### src/rtl/vol_meter_display.sv
// Segmented volume bar with frame-synchronous release and 2-cycle pixel pipe (oled_data follows pixel_index, no stall).
// Optional peak-hold marker is compiled in when PEAK_HOLD_EN is defined.
module vol_meter_display #(
    parameter int SCR_W          = 96,
    parameter int SCR_H          = 64,
    parameter int LEVELS         = 16,
    parameter int LVL_W          = 5,
    parameter int SEG_PITCH      = 3,
    parameter int BAR_X0         = 40,
    parameter int BAR_X1         = 55,
    parameter int BAR_Y_BOT      = 58,
    parameter int RELEASE_FRAMES = 4,
    parameter int HOLD_FRAMES    = 30
) (
    input  logic             clk,
    input  logic             rst,
    input  logic             frame_tick,
    input  logic             level_valid,
    input  logic [LVL_W-1:0] level_in,
    input  logic [1:0]       bor_sel,
    input  logic [1:0]       theme,
    input  logic [12:0]      pixel_index,
    output logic [15:0]      oled_data
);
    localparam int XW = $clog2(SCR_W + 1);
    localparam int YW = $clog2(8192 / SCR_W + 1);
    localparam int RW = (RELEASE_FRAMES > 1) ? $clog2(RELEASE_FRAMES) : 1;
    localparam logic [LVL_W-1:0] LEV_MAX  = LVL_W'(LEVELS);
    localparam logic [LVL_W-1:0] LVL_ONE  = LVL_W'(1);
    localparam logic [RW-1:0]    REL_LAST = RW'(RELEASE_FRAMES - 1);
    localparam logic [RW-1:0]    REL_ONE  = RW'(1);
    localparam logic [12:0]      W13      = 13'(SCR_W);
    localparam logic [12:0]      NPIX     = 13'(SCR_W * SCR_H);

    if ((1 << LVL_W) <= LEVELS || RELEASE_FRAMES < 1 || HOLD_FRAMES < 1) begin : g_bad_params
        $error("vol_meter_display: inconsistent parameters");
    end

    logic [LVL_W-1:0] clamped;
    logic [LVL_W-1:0] frame_max_q, frame_max_d;
    logic [LVL_W-1:0] disp_q, disp_d;
    logic [RW-1:0]    rel_q, rel_d;

    assign clamped = (level_in > LEV_MAX) ? LEV_MAX : level_in;

    // A sample coinciding with frame_tick belongs to the next frame.
    always_comb begin
        frame_max_d = frame_max_q;
        disp_d      = disp_q;
        rel_d       = rel_q;
        if (frame_tick) begin
            frame_max_d = level_valid ? clamped : '0;
            if (frame_max_q >= disp_q) begin
                disp_d = frame_max_q;
                rel_d  = '0;
            end else if (rel_q == REL_LAST) begin
                disp_d = disp_q - LVL_ONE;
                rel_d  = '0;
            end else begin
                rel_d = rel_q + REL_ONE;
            end
        end else if (level_valid && (clamped > frame_max_q)) begin
            frame_max_d = clamped;
        end
    end

    always_ff @(posedge clk or posedge rst) begin
        if (rst) begin
            frame_max_q <= '0;
            disp_q      <= '0;
            rel_q       <= '0;
        end else begin
            frame_max_q <= frame_max_d;
            disp_q      <= disp_d;
            rel_q       <= rel_d;
        end
    end

`ifdef PEAK_HOLD_EN
    localparam int HW = $clog2(HOLD_FRAMES + 1);
    localparam logic [HW-1:0] HOLD_INIT = HW'(HOLD_FRAMES);
    localparam logic [HW-1:0] HOLD_ONE  = HW'(1);

    logic [LVL_W-1:0] peak_q, peak_d;
    logic [HW-1:0]    hold_q, hold_d;

    always_comb begin
        peak_d = peak_q;
        hold_d = hold_q;
        if (frame_tick) begin
            if (disp_d >= peak_q) begin
                peak_d = disp_d;
                hold_d = HOLD_INIT;
            end else if (hold_q != '0) begin
                hold_d = hold_q - HOLD_ONE;
            end else begin
                peak_d = ((peak_q - LVL_ONE) > disp_d) ? (peak_q - LVL_ONE) : disp_d;
            end
        end
    end

    always_ff @(posedge clk or posedge rst) begin
        if (rst) begin
            peak_q <= '0;
            hold_q <= '0;
        end else begin
            peak_q <= peak_d;
            hold_q <= hold_d;
        end
    end
`endif

    logic [XW-1:0] x_q;
    logic [YW-1:0] y_q;
    logic          in_range_q;
    logic [15:0]   pix_d;
    int            xi, yi, bw, d, k;
    logic          border, in_bar, lit;

    function automatic logic [15:0] seg_colour(input int seg, input logic [1:0] th);
        logic [1:0] band;
        band = (seg <= LEVELS / 2) ? 2'd0 : (seg <= (3 * LEVELS) / 4) ? 2'd1 : 2'd2;
        case (th)
            2'd1:    seg_colour = (band == 2'd0) ? 16'h07FF : (band == 2'd1) ? 16'h001F : 16'hF81F;
            2'd2:    seg_colour = 16'hFFFF;
            default: seg_colour = (band == 2'd0) ? 16'h07E0 : (band == 2'd1) ? 16'hFFE0 : 16'hF800;
        endcase
    endfunction

    // d counts rows upward from the bottom of segment 1; the last row of each pitch is the gap.
    always_comb begin
        xi     = int'(x_q);
        yi     = int'(y_q);
        bw     = (bor_sel == 2'd0) ? 0 : (bor_sel == 2'd2) ? 3 : 1;
        d      = BAR_Y_BOT - yi;
        k      = d / SEG_PITCH + 1;
        border = (xi < bw) || (xi >= SCR_W - bw) || (yi < bw) || (yi >= SCR_H - bw);
        in_bar = (xi >= BAR_X0) && (xi <= BAR_X1) && (d >= 0) && (d < LEVELS * SEG_PITCH)
                 && ((d % SEG_PITCH) != SEG_PITCH - 1);
`ifdef PEAK_HOLD_EN
        lit    = (k <= int'(disp_q)) || (k == int'(peak_q));
`else
        lit    = (k <= int'(disp_q));
`endif
        pix_d  = 16'h0000;
        if (!in_range_q) begin
            pix_d = 16'h0000;
        end else if (border) begin
            pix_d = 16'hFFFF;
        end else if (in_bar && lit) begin
            pix_d = seg_colour(k, theme);
        end
    end

    always_ff @(posedge clk or posedge rst) begin
        if (rst) begin
            x_q        <= '0;
            y_q        <= '0;
            in_range_q <= 1'b0;
            oled_data  <= 16'h0000;
        end else begin
            x_q        <= XW'(pixel_index % W13);
            y_q        <= YW'(pixel_index / W13);
            in_range_q <= (pixel_index < NPIX);
            oled_data  <= pix_d;
        end
    end
endmodule
### config.mk
export PLATFORM = sky130hd
export DESIGN_NAME = vol_meter_display
export DESIGN_NICKNAME = d
export VERILOG_FILES = /design/src/rtl/vol_meter_display.sv
export SDC_FILE = /design/constraint.sdc
export NUM_CORES = 1
export LEC_CHECK = 0
export CAP_MARGIN = 10
export CORE_UTILIZATION = 41
export DETAILED_ROUTE_END_ITERATION = 6
export RECOVER_POWER = 50
export SYNTH_ARGS = -nofsm -noshare
export SYNTH_HDL_FRONTEND = slang
export SYNTH_SLANG_ARGS = --single-unit
### constraint.sdc
create_clock -name clk -period 7.9 [get_ports clk]
set_input_delay 0.79 -clock clk [delete_from_list [all_inputs] [get_ports clk]]
set_output_delay 0.79 -clock clk [all_outputs]
set_load 0.02 [all_outputs]
==> flow_summary.ini <==
[outcome]
status = finished, violations left
violations = capacitance limit, slew limit

[pwr]
power_frac_clock_pct = 7.9
power.internal_uw = 766
swShare_pct = 51.4
switchingPower_uw = 811
pwr-share-comb_pct = 77.1
ir_worst_vdd_v = 0.000159
pwr-share-seq_pct = 15.0
p_leak_nw = 1.98
p_per_area_nw_per_um2 = 333
total_power_mw = 1.58

[drt]
vias_per_cell = 5.83
top_layer_used = met4
drc = 0
wl_met2_mm = 5.04
drtIter0Drc = 172
wl_per_cell_um = 14.6
wirelength_mm = 10.2
wl_met3_um = 353
drtAntennaViolNets = 0
route.vias.total = 4061
firstDrtPassIters = 5
met1Wirelength_mm = 4.66

[floorplanning]
io_pins = 42
dieArea_sq_um = 10800
core_area_sq_um = 9910
initial_core_util_pct = 42.8
die_h_um = 104
die-width_um = 104
fp-row-count = 36

[timing]
min_period_ps = 7340
finClkSkew_ps = 6.41
holdWs_ps = 482
fin_ws_ps = 561
setup-violations-final = 0
tns_ps = 0
worst_slew_pin_slew_ps = 1540
finalHoldViolCount = 0
fmax_ghz = 0.136
relSlewSlack_pct = -2.47
period_share_pct = 92.9
slew_viol_final = 31
rsz0062_at_grt = no

[cells_and_area]
fin_nets = 632
final_cell_mix = ha_1 (41), o21ai_0 (40), nand2_1 (38), inv_1 (38), nor2_1 (36)
layout_commonest_cell = ha_1
final_cells = 697
n_antenna_cell = 0
area_growth_pct = 11.7
final_area_sq_um = 4740
utilization_pct = 47.8
drive_gt1_share_pct = 8.51

[critical_path]
crit_arrival_ps = 7550
worstPathMaxFanout = 11
required_ps = 8110
cpPeakStageDelay_ps = 640
worst-setup-path-type = reg2reg
crit_path_end_kind = flop
crit_top_cell = ha_1
critPathLaunchType = flop
crit_path_top_delay_cell = or4b_2

[grt]
grt.total_usage_pct = 19.1
antenna_found_initial = 0
grt_pass1_wl_mm = 17.5
grt-ovfl-total = 0
grt_max_degree = 31
grt_pass1_vias = 3768

[synth]
synth_edf_count = 0
syn_nets = 619
yosysWarnings = 0
ys_seq_elements = 30
syn_avg_cell_area_sq_um = 7.71
async_flop_share_pct = 100
ys.flop_type = dfrtp_1
syn_area_sq_um = 4240
synth_cells = 550
yosysSeqAreaShare_pct = 17.7
ys_types = 87

[place]
place.gp.congestion = 0.842
portBuffers = 41
place_area_sq_um = 4610
dp_slack_ps = 169
dp_cells = 689
dp_hpwl_mm = 8.02

[clock_network]
post_cts_buffers = 0
root_buffer = clkbuf_8
cts_tree = yes
cts_buffers = 5
cts_buffer_depth = 2
htreeDepth = 2
cts.sinks = 30
holdBufCountCts = 0
clkSlewWorstSetupHoldPaths_ps = 70
clkLatencyLatePin_ps = 270

[flow_run]
maxCapViolCount = 1

[min_path]
hold_class = reg2reg
==> power groups by stage <==
stage                     clock network, mW  registers (mW)  logic [mW]
after floorplan                           0           0.226       0.949
after global placement                    0           0.237        1.16
after detailed placement                  0           0.239        1.19
after CTS                             0.128           0.237        1.20
after global routing                  0.138           0.244        1.35
final                                 0.124           0.237        1.22
==> area by class of cell <==
type	instances	area, sq um
clock buffer	7	86.3
clock inverter	1	5.00
fill	989	5170
inverter	41	154
multi-input combinational	439	3130
sequential	30	754
tap	133	166
timing repair buffer	46	444
==> critical path, delay by kind of cell (launching register included) <==
kind / cells / cell delay (ps)
AO/OA/AOI/OAI: 12 / 2110
XOR/XNOR: 2 / 370
adder cells (fa/ha/maj): 6 / 1700
buffers and inverters: 4 / 520
flip-flops: 1 / 490
AND/OR/NAND/NOR: 9 / 2080
==> cell usage after synthesis, types with 3 or more instances <==
master     instances  area, sq um
a2111o_1           3         33.8
a2111oi_0          4         35.0
a211o_1            4         35.0
a21oi_1           35          175
a221oi_1           3         26.3
a31oi_1            6         37.5
and3_1             6         37.5
buf_2              6         30.0
buf_4             13         97.6
buf_6              5         56.3
clkbuf_1          15         56.3
dfrtp_1           30          751
ha_1              43          538
inv_1             39          146
mux2i_1           10          100
nand2_1           38          143
nand2b_1          19          119
nand3_1           19         95.1
nand4_1            6         37.5
nand4b_1           3         26.3
nor2_1            36          135
nor2b_1           18          113
nor3_1            12         60.1
nor4_1             5         31.3
o211ai_1           4         30.0
o21a_1             7         52.6
o21ai_0           40          200
o21ai_1            6         30.0
o22ai_1            9         56.3
o31ai_1            3         22.5
or2_2              5         31.3
or3_1              3         18.8
xnor2_1           17          149
xor2_1             6         52.6
==> kinds of logic (layout without fill, tap and decap cells) <==
kind of cell             Yosys count  count (layout)  share of synthesized area [%]
multiplexers                      11              11                           2.62
XOR/XNOR                          25              25                           5.51
buffers and inverters             81              95                           9.38
flip-flops                        30              30                           17.7
AO/OA/AOI/OAI                    168             168                           27.6
adder cells (fa/ha/maj)           45              45                           13.2
AND/OR/NAND/NOR                  190             190                           24.1
==> repair_timing <==
item	CTS	global route
endpoints found under the hold margin	0	0
gates resized for setup	0	12
setup endpoints to repair	0	3
==> per-layer routing <==
layer  vias up  track usage [%]
met3        13             2.45
met5         -                0
met2       110             32.2
li1       2033                -
met4         0             6.43
met1      1905             25.2
==> state kept, by name, indices dropped and copies added (netlist names) <==
register,flops
oled_data,3
frame_max_q,5
x_q,7
in_range_q,1
disp_q,5
rel_q,2
y_q,7
==> worst paths after layout <==
kind	start	to	slack, ps	depth (start not counted)
min reg2reg	rel_q[0]$_DFFE_PP0P_	rel_q[0]$_DFFE_PP0P_	480	1
min in group asynchronous	rst	frame_max_q[1]$_DFFE_PP0P_	1480	3
max in group asynchronous	rst	y_q[2]$_DFF_PP0_	5410	3
max	y_q[1]$_DFF_PP0_	oled_data[14]$_DFF_PP0_	560	33
min	rel_q[0]$_DFFE_PP0P_	rel_q[0]$_DFFE_PP0P_	480	1
max reg2reg	y_q[1]$_DFF_PP0_	oled_data[14]$_DFF_PP0_	560	33
No activity file was read; power rests on OpenSTA's default activity.
